<file path="src/rtl/cpu_pkg.sv">
// rtl/cpu_pkg.sv - shared CPU types: responder FSM states, bus width defaults, memory-op encoding
package cpu_pkg;

    localparam int ADDR_W_DEF = 8;
    localparam int DATA_W_DEF = 8;

    typedef enum logic [1:0] {
        ST_IDLE = 2'd0,
        ST_WAIT = 2'd1,
        ST_RESP = 2'd2
    } dm_state_t;

    // Encoded as {r_en, w_en}; control_unit uses the same mapping
    typedef enum logic [1:0] {
        MEM_NOP      = 2'b00,
        MEM_STORE    = 2'b01,
        MEM_LOAD     = 2'b10,
        MEM_CONFLICT = 2'b11
    } mem_op_t;

    function automatic mem_op_t mem_op(input logic r_en, input logic w_en);
        return mem_op_t'({r_en, w_en});
    endfunction

endpackage

</file>
<file path="src/rtl/dm_storage.sv">
// rtl/dm_storage.sv - DEPTH x DATA_W data RAM, one synchronous write port and one synchronous read port
module dm_storage #(
    parameter int DEPTH  = 256,
    parameter int DATA_W = 8,
    parameter int IDX_W  = (DEPTH > 1) ? $clog2(DEPTH) : 1
) (
    input  logic              clk,
    input  logic              wr_en,
    input  logic [IDX_W-1:0]  wr_addr,
    input  logic [DATA_W-1:0] wr_data,
    input  logic              rd_en,
    input  logic [IDX_W-1:0]  rd_addr,
    output logic [DATA_W-1:0] rd_data
);

    logic [DATA_W-1:0] mem [DEPTH];

    always_ff @(posedge clk) begin
        if (wr_en)
            mem[wr_addr] <= wr_data;
        if (rd_en)
            rd_data <= mem[rd_addr];
    end

endmodule

</file>
<file path="src/rtl/data_mem_responder.sv">
// rtl/data_mem_responder.sv - CPU data-memory responder: request latch, wait states, checked RAM access, ack
module data_mem_responder
    import cpu_pkg::*;
#(
    parameter int ADDR_W      = ADDR_W_DEF,
    parameter int DATA_W      = DATA_W_DEF,
    parameter int DEPTH       = 256,
    parameter int WAIT_STATES = 2
) (
    input  logic              clk,
    input  logic              reset,
    input  logic              mem_req,
    input  logic              mem_r_en,
    input  logic              mem_w_en,
    input  logic [ADDR_W-1:0] data_address,
    input  logic [DATA_W-1:0] write_data,
    output logic [DATA_W-1:0] read_data,
    output logic              mem_ack,
    output logic              mem_err,
    output logic              mem_busy
);

    localparam int IDX_W = (DEPTH > 1) ? $clog2(DEPTH) : 1;

    dm_state_t         state, state_nxt;
    logic [3:0]        cnt;
    logic [ADDR_W-1:0] addr_q;
    logic [DATA_W-1:0] wdata_q;
    mem_op_t           op_q;
    logic              err_q;
    logic              load_q;
    logic [DATA_W-1:0] read_q;
    logic [DATA_W-1:0] ram_rdata;
    logic              in_range;
    logic              access;
    logic              do_write;
    logic              do_read;
    logic              access_err;

    // One extra bit so DEPTH == 2**ADDR_W compares correctly without wrapping
    assign in_range   = {1'b0, addr_q} < (ADDR_W+1)'(DEPTH);
    assign access     = (state == ST_WAIT) && (cnt == 4'd0);
    assign do_write   = access && (op_q == MEM_STORE) && in_range;
    assign do_read    = access && (op_q == MEM_LOAD) && in_range;
    assign access_err = (op_q == MEM_CONFLICT) ||
                        (((op_q == MEM_LOAD) || (op_q == MEM_STORE)) && !in_range);

    always_ff @(posedge clk or posedge reset) begin
        if (reset)
            state <= ST_IDLE;
        else
            state <= state_nxt;
    end

    always_comb begin
        state_nxt = state;
        case (state)
            ST_IDLE: if (mem_req) state_nxt = ST_WAIT;
            ST_WAIT: if (cnt == 4'd0) state_nxt = ST_RESP;
            ST_RESP: state_nxt = ST_IDLE;
            default: state_nxt = ST_IDLE;
        endcase
    end

    always_ff @(posedge clk or posedge reset) begin
        if (reset) begin
            cnt     <= 4'd0;
            addr_q  <= '0;
            wdata_q <= '0;
            op_q    <= MEM_NOP;
            err_q   <= 1'b0;
            load_q  <= 1'b0;
            read_q  <= '0;
        end else begin
            if ((state == ST_IDLE) && mem_req) begin
                addr_q  <= data_address;
                wdata_q <= write_data;
                op_q    <= mem_op(mem_r_en, mem_w_en);
                cnt     <= 4'(WAIT_STATES);
            end
            if ((state == ST_WAIT) && (cnt != 4'd0))
                cnt <= cnt - 4'd1;
            if (access) begin
                err_q  <= access_err;
                load_q <= do_read;
            end
            if ((state == ST_RESP) && load_q)
                read_q <= ram_rdata;
        end
    end

    // RAM read data appears in the ack cycle; read_q keeps it afterwards
    assign mem_ack   = (state == ST_RESP);
    assign mem_err   = mem_ack && err_q;
    assign mem_busy  = (state != ST_IDLE);
    assign read_data = (mem_ack && load_q) ? ram_rdata : read_q;

    dm_storage #(
        .DEPTH (DEPTH),
        .DATA_W(DATA_W),
        .IDX_W (IDX_W)
    ) u_storage (
        .clk    (clk),
        .wr_en  (do_write),
        .wr_addr(addr_q[IDX_W-1:0]),
        .wr_data(wdata_q),
        .rd_en  (do_read),
        .rd_addr(addr_q[IDX_W-1:0]),
        .rd_data(ram_rdata)
    );

endmodule

</file>
<file path="config.mk">
export PLATFORM = sky130hd
export DESIGN_NAME = data_mem_responder
export DESIGN_NICKNAME = d
export VERILOG_FILES = /design/src/rtl/cpu_pkg.sv /design/src/rtl/dm_storage.sv /design/src/rtl/data_mem_responder.sv
export SDC_FILE = /design/constraint.sdc
export NUM_CORES = 2
export LEC_CHECK = 0
export ABC_AREA = 1
export ABC_CLOCK_PERIOD_IN_PS = 3900
export BUFFER_PORTS_ARGS = -buffer_cell sky130_fd_sc_hd__buf_2
export CORE_ASPECT_RATIO = 0.9
export CORE_UTILIZATION = 50
export DETAILED_ROUTE_END_ITERATION = 6
export PLACE_DENSITY_LB_ADDON = 0.05
export SYNTH_ARGS = -nofsm -noshare
export SYNTH_HDL_FRONTEND = slang
export SYNTH_SLANG_ARGS = --single-unit
export TNS_END_PERCENT = 10
</file>
<file path="constraint.sdc">
create_clock -name clk -period 3.9 [get_ports clk]
set_input_delay 0.585 -clock clk [delete_from_list [all_inputs] [get_ports clk]]
set_output_delay 0.585 -clock clk [all_outputs]
set_load 0.005 [all_outputs]
</file>
==> flow_summary.ini <==
[timing]
report.final.hold_viol_count = 0
setup_viol = 0
fin_setup_tns_ns = 0
drv_slew = 0
timing.fmax_mhz = 276
whs_ns = 0.104
tightest_slew_ns = 1.24
rsz0062_at_grt = no
slew_headroom = 0.173
min_period_ns = 3.62
fin_worst_skew_ns = 0.0222
finalCritPeriodShare = 0.929

[synth]
netlist_area_sq_um = 86200
synth_warnings = 0
yosysTopAreaCell = edfxtp_1
syn_area_per_cell_sq_um = 10.9
synth_top_area_frac = 0.716
synth_cell_types = 28
syn_nets = 7951
ys_seq_area_frac = 0.726
ys_ff_latch = 2090
synthCells = 7929
synth.area.top_cells = edfxtp_1 (72%), nand2_1 (18%), nand3_1 (3.3%)

[clock_tree]
insertion_delay_ns = 0.84
htreeDepth = 4
cts_tree = yes
max-clock-path-buffers = 3
cts_setup_buffers = 0
numCtsBuffers = 208
root_buffer = clkbuf_16
cts.clk_slew.worst_paths_ns = 0.06
cts.sinks = 2090

[grt]
grt_overflow = 0
first_global_vias = 55471
grt_max_degree = 154
antenna_found_initial = 6
grt_pass1_wl_um = 361000
track_usage = 0.279

[detailed_routing]
drt_pass1_iterations = 6
ant_nets = 0
drt_iter0_markers = 6304
vias = 57658
wl_per_cell_um = 23.1
via_per_inst = 5.51
routed_wl_um = 242000
detail_route.drc_violations = 0

[critical_path]
critPathRequiredTime_ns = 4.46
critPathLaunchType = flip-flop
crit_type = flip-flop to flip-flop
cp_max_fo = 59
critPathCaptureType = flip-flop
cp.arrival_ns = 4.19

[place]
place_area_sq_um = 90200
hpwl_um = 140000
place_congestion = 0.855
io_buffers = 31

[die]
rows = 144
fp.dieW_um = 440
start_util = 0.504
core_area_sq_um = 171000
dieHeight_um = 396
floorplan.die_area_sq_um = 174000
io_pins = 32

[finish]
final_nets = 8052
fin_util = 0.567
final_cell_area_sq_um = 97100
n_antenna_cell = 0
final_common_cell = nand2_1
area_delta_synth_final_pct = 12.6
layout_common_cells = nand2_1 (4134), edfxtp_1 (2056), nand3_1 (564)
drive_above_1_share = 0.0816
fill_cells = 14525

[run_status]
outcome = finished clean

[power]
p_per_area_nw_per_um2 = 750
max-vdd-ir-drop_mv = 0.641
total_leakage_power_nw = 38.0

[worst_hold_path]
min_path_type = input port to flip-flop

[flow_run]
max-cap-violations = 0
==> worst max-delay path, cell delays in order, from the launching register on <==
cell     delay [ns]
dfrtp_4        0.62
buf_12         0.27
nor2_4         0.10
buf_4          0.36
nand2_1        0.15
nand3_1        0.08
nand2_1        0.06
nand2_1        0.10
o21ai_0        0.38
nand2_1        0.25
nor2_1         0.22
nor2_1         0.12
nor2_1         0.38
nand2_1        0.10
==> Yosys cell counts (all sizes together) <==
| cell | n |
|---|---|
| dfrtp | 34 |
| clkbuf | 183 |
| nand3 | 565 |
| nor2 | 352 |
| o31ai | 1 |
| o21ai | 140 |
| clkinv | 2 |
| inv | 26 |
| nor4 | 1 |
| nand2 | 4150 |
| edfxtp | 2056 |
| nor3 | 5 |
| buf | 274 |
| nand4 | 129 |
| mux2 | 8 |
| o21bai | 1 |
| ha | 1 |
| a22oi | 1 |
==> final timing paths <==
| path | startpoint | to | slack (ns) | cells past startpoint |
|---|---|---|---|---|
| setup / recovery | addr_q[0] | u_storage.rd_data[0] | 0.28 | 13 |
| hold / removal | data_address[6] | addr_q[6] | 0.10 | 3 |
| setup reg to reg | addr_q[0] | u_storage.rd_data[0] | 0.28 | 13 |
| hold reg to reg | read_q[7] | read_q[7] | 0.51 | 1 |
| max in group asynchronous | reset | addr_q[1] | 2.62 | 3 |
| min in group asynchronous | reset | cnt[3] | 0.51 | 3 |
==> through the flow <==
step | power [mW] | instances | setup WS [ns]
floorplan | 43.4 | 7929 | 1.46
finish | 72.8 | 10471 | 0.275
global placement | 53.3 | 10066 | 0.328
detailed placement | 53.3 | 10066 | 0.289
CTS | 73.0 | 10471 | 0.283
global route | 76.3 | 10471 | 0.150
==> sequential cells by signal, summed over array words and instances (netlist names), 2 cells and up <==
signal / flops
u_storage.mem: 2048
addr_q: 8
read_q: 8
u_storage.rd_data: 8
wdata_q: 8
cnt: 4
op_q: 2
state: 2
==> where the power goes <==
group / internal [mW] / leakage (nW) / total [mW] / switching, mW
Sequential: 27.9 / 19.1 / 28.8 / 0.936
Combinational: 5.76 / 15.7 / 24.2 / 18.4
Clock: 11.3 / 3.27 / 19.8 / 8.51
==> logic make-up (layout without fill, tap and decap cells) <==
logic type	after synthesis	after routing	synth area share
multiplexers	8	8	0.00104
AO/OA/AOI/OAI	143	143	0.00839
adder cells (fa/ha/maj)	1	1	0.000145
flip-flops	2090	2090	0.726
AND/OR/NAND/NOR	5202	5202	0.240
buffers and inverters	485	764	0.0250
==> metal layers <==
metal / share of wire / routed length (um) / track usage
met1: 0.45 / 109000 / 0.421
met5: 0.000087 / 21 / 0
met4: 0.025 / 6080 / 0.0732
met3: 0.077 / 18600 / 0.0436
met2: 0.45 / 109000 / 0.423
==> what timing repair did <==
action,in CTS,in global routing
gates resized for setup,0,0
hold buffers,17,0
hold endpoints to repair,50,0
==> final cells by class <==
| type | count | area (sq um) | share of cell area |
|---|---|---|---|
| Sequential cell | 2090 | 62600 | 0.645 |
| Multi-Input combinational cell | 5354 | 21600 | 0.222 |
| Clock buffer | 256 | 5470 | 0.0563 |
| Timing Repair Buffer | 348 | 3250 | 0.0335 |
| Tap cell | 2263 | 2830 | 0.0292 |
| Clock inverter | 132 | 1220 | 0.0125 |
| Inverter | 28 | 123 | 0.00126 |
No activity file was read; power rests on OpenSTA's default activity.
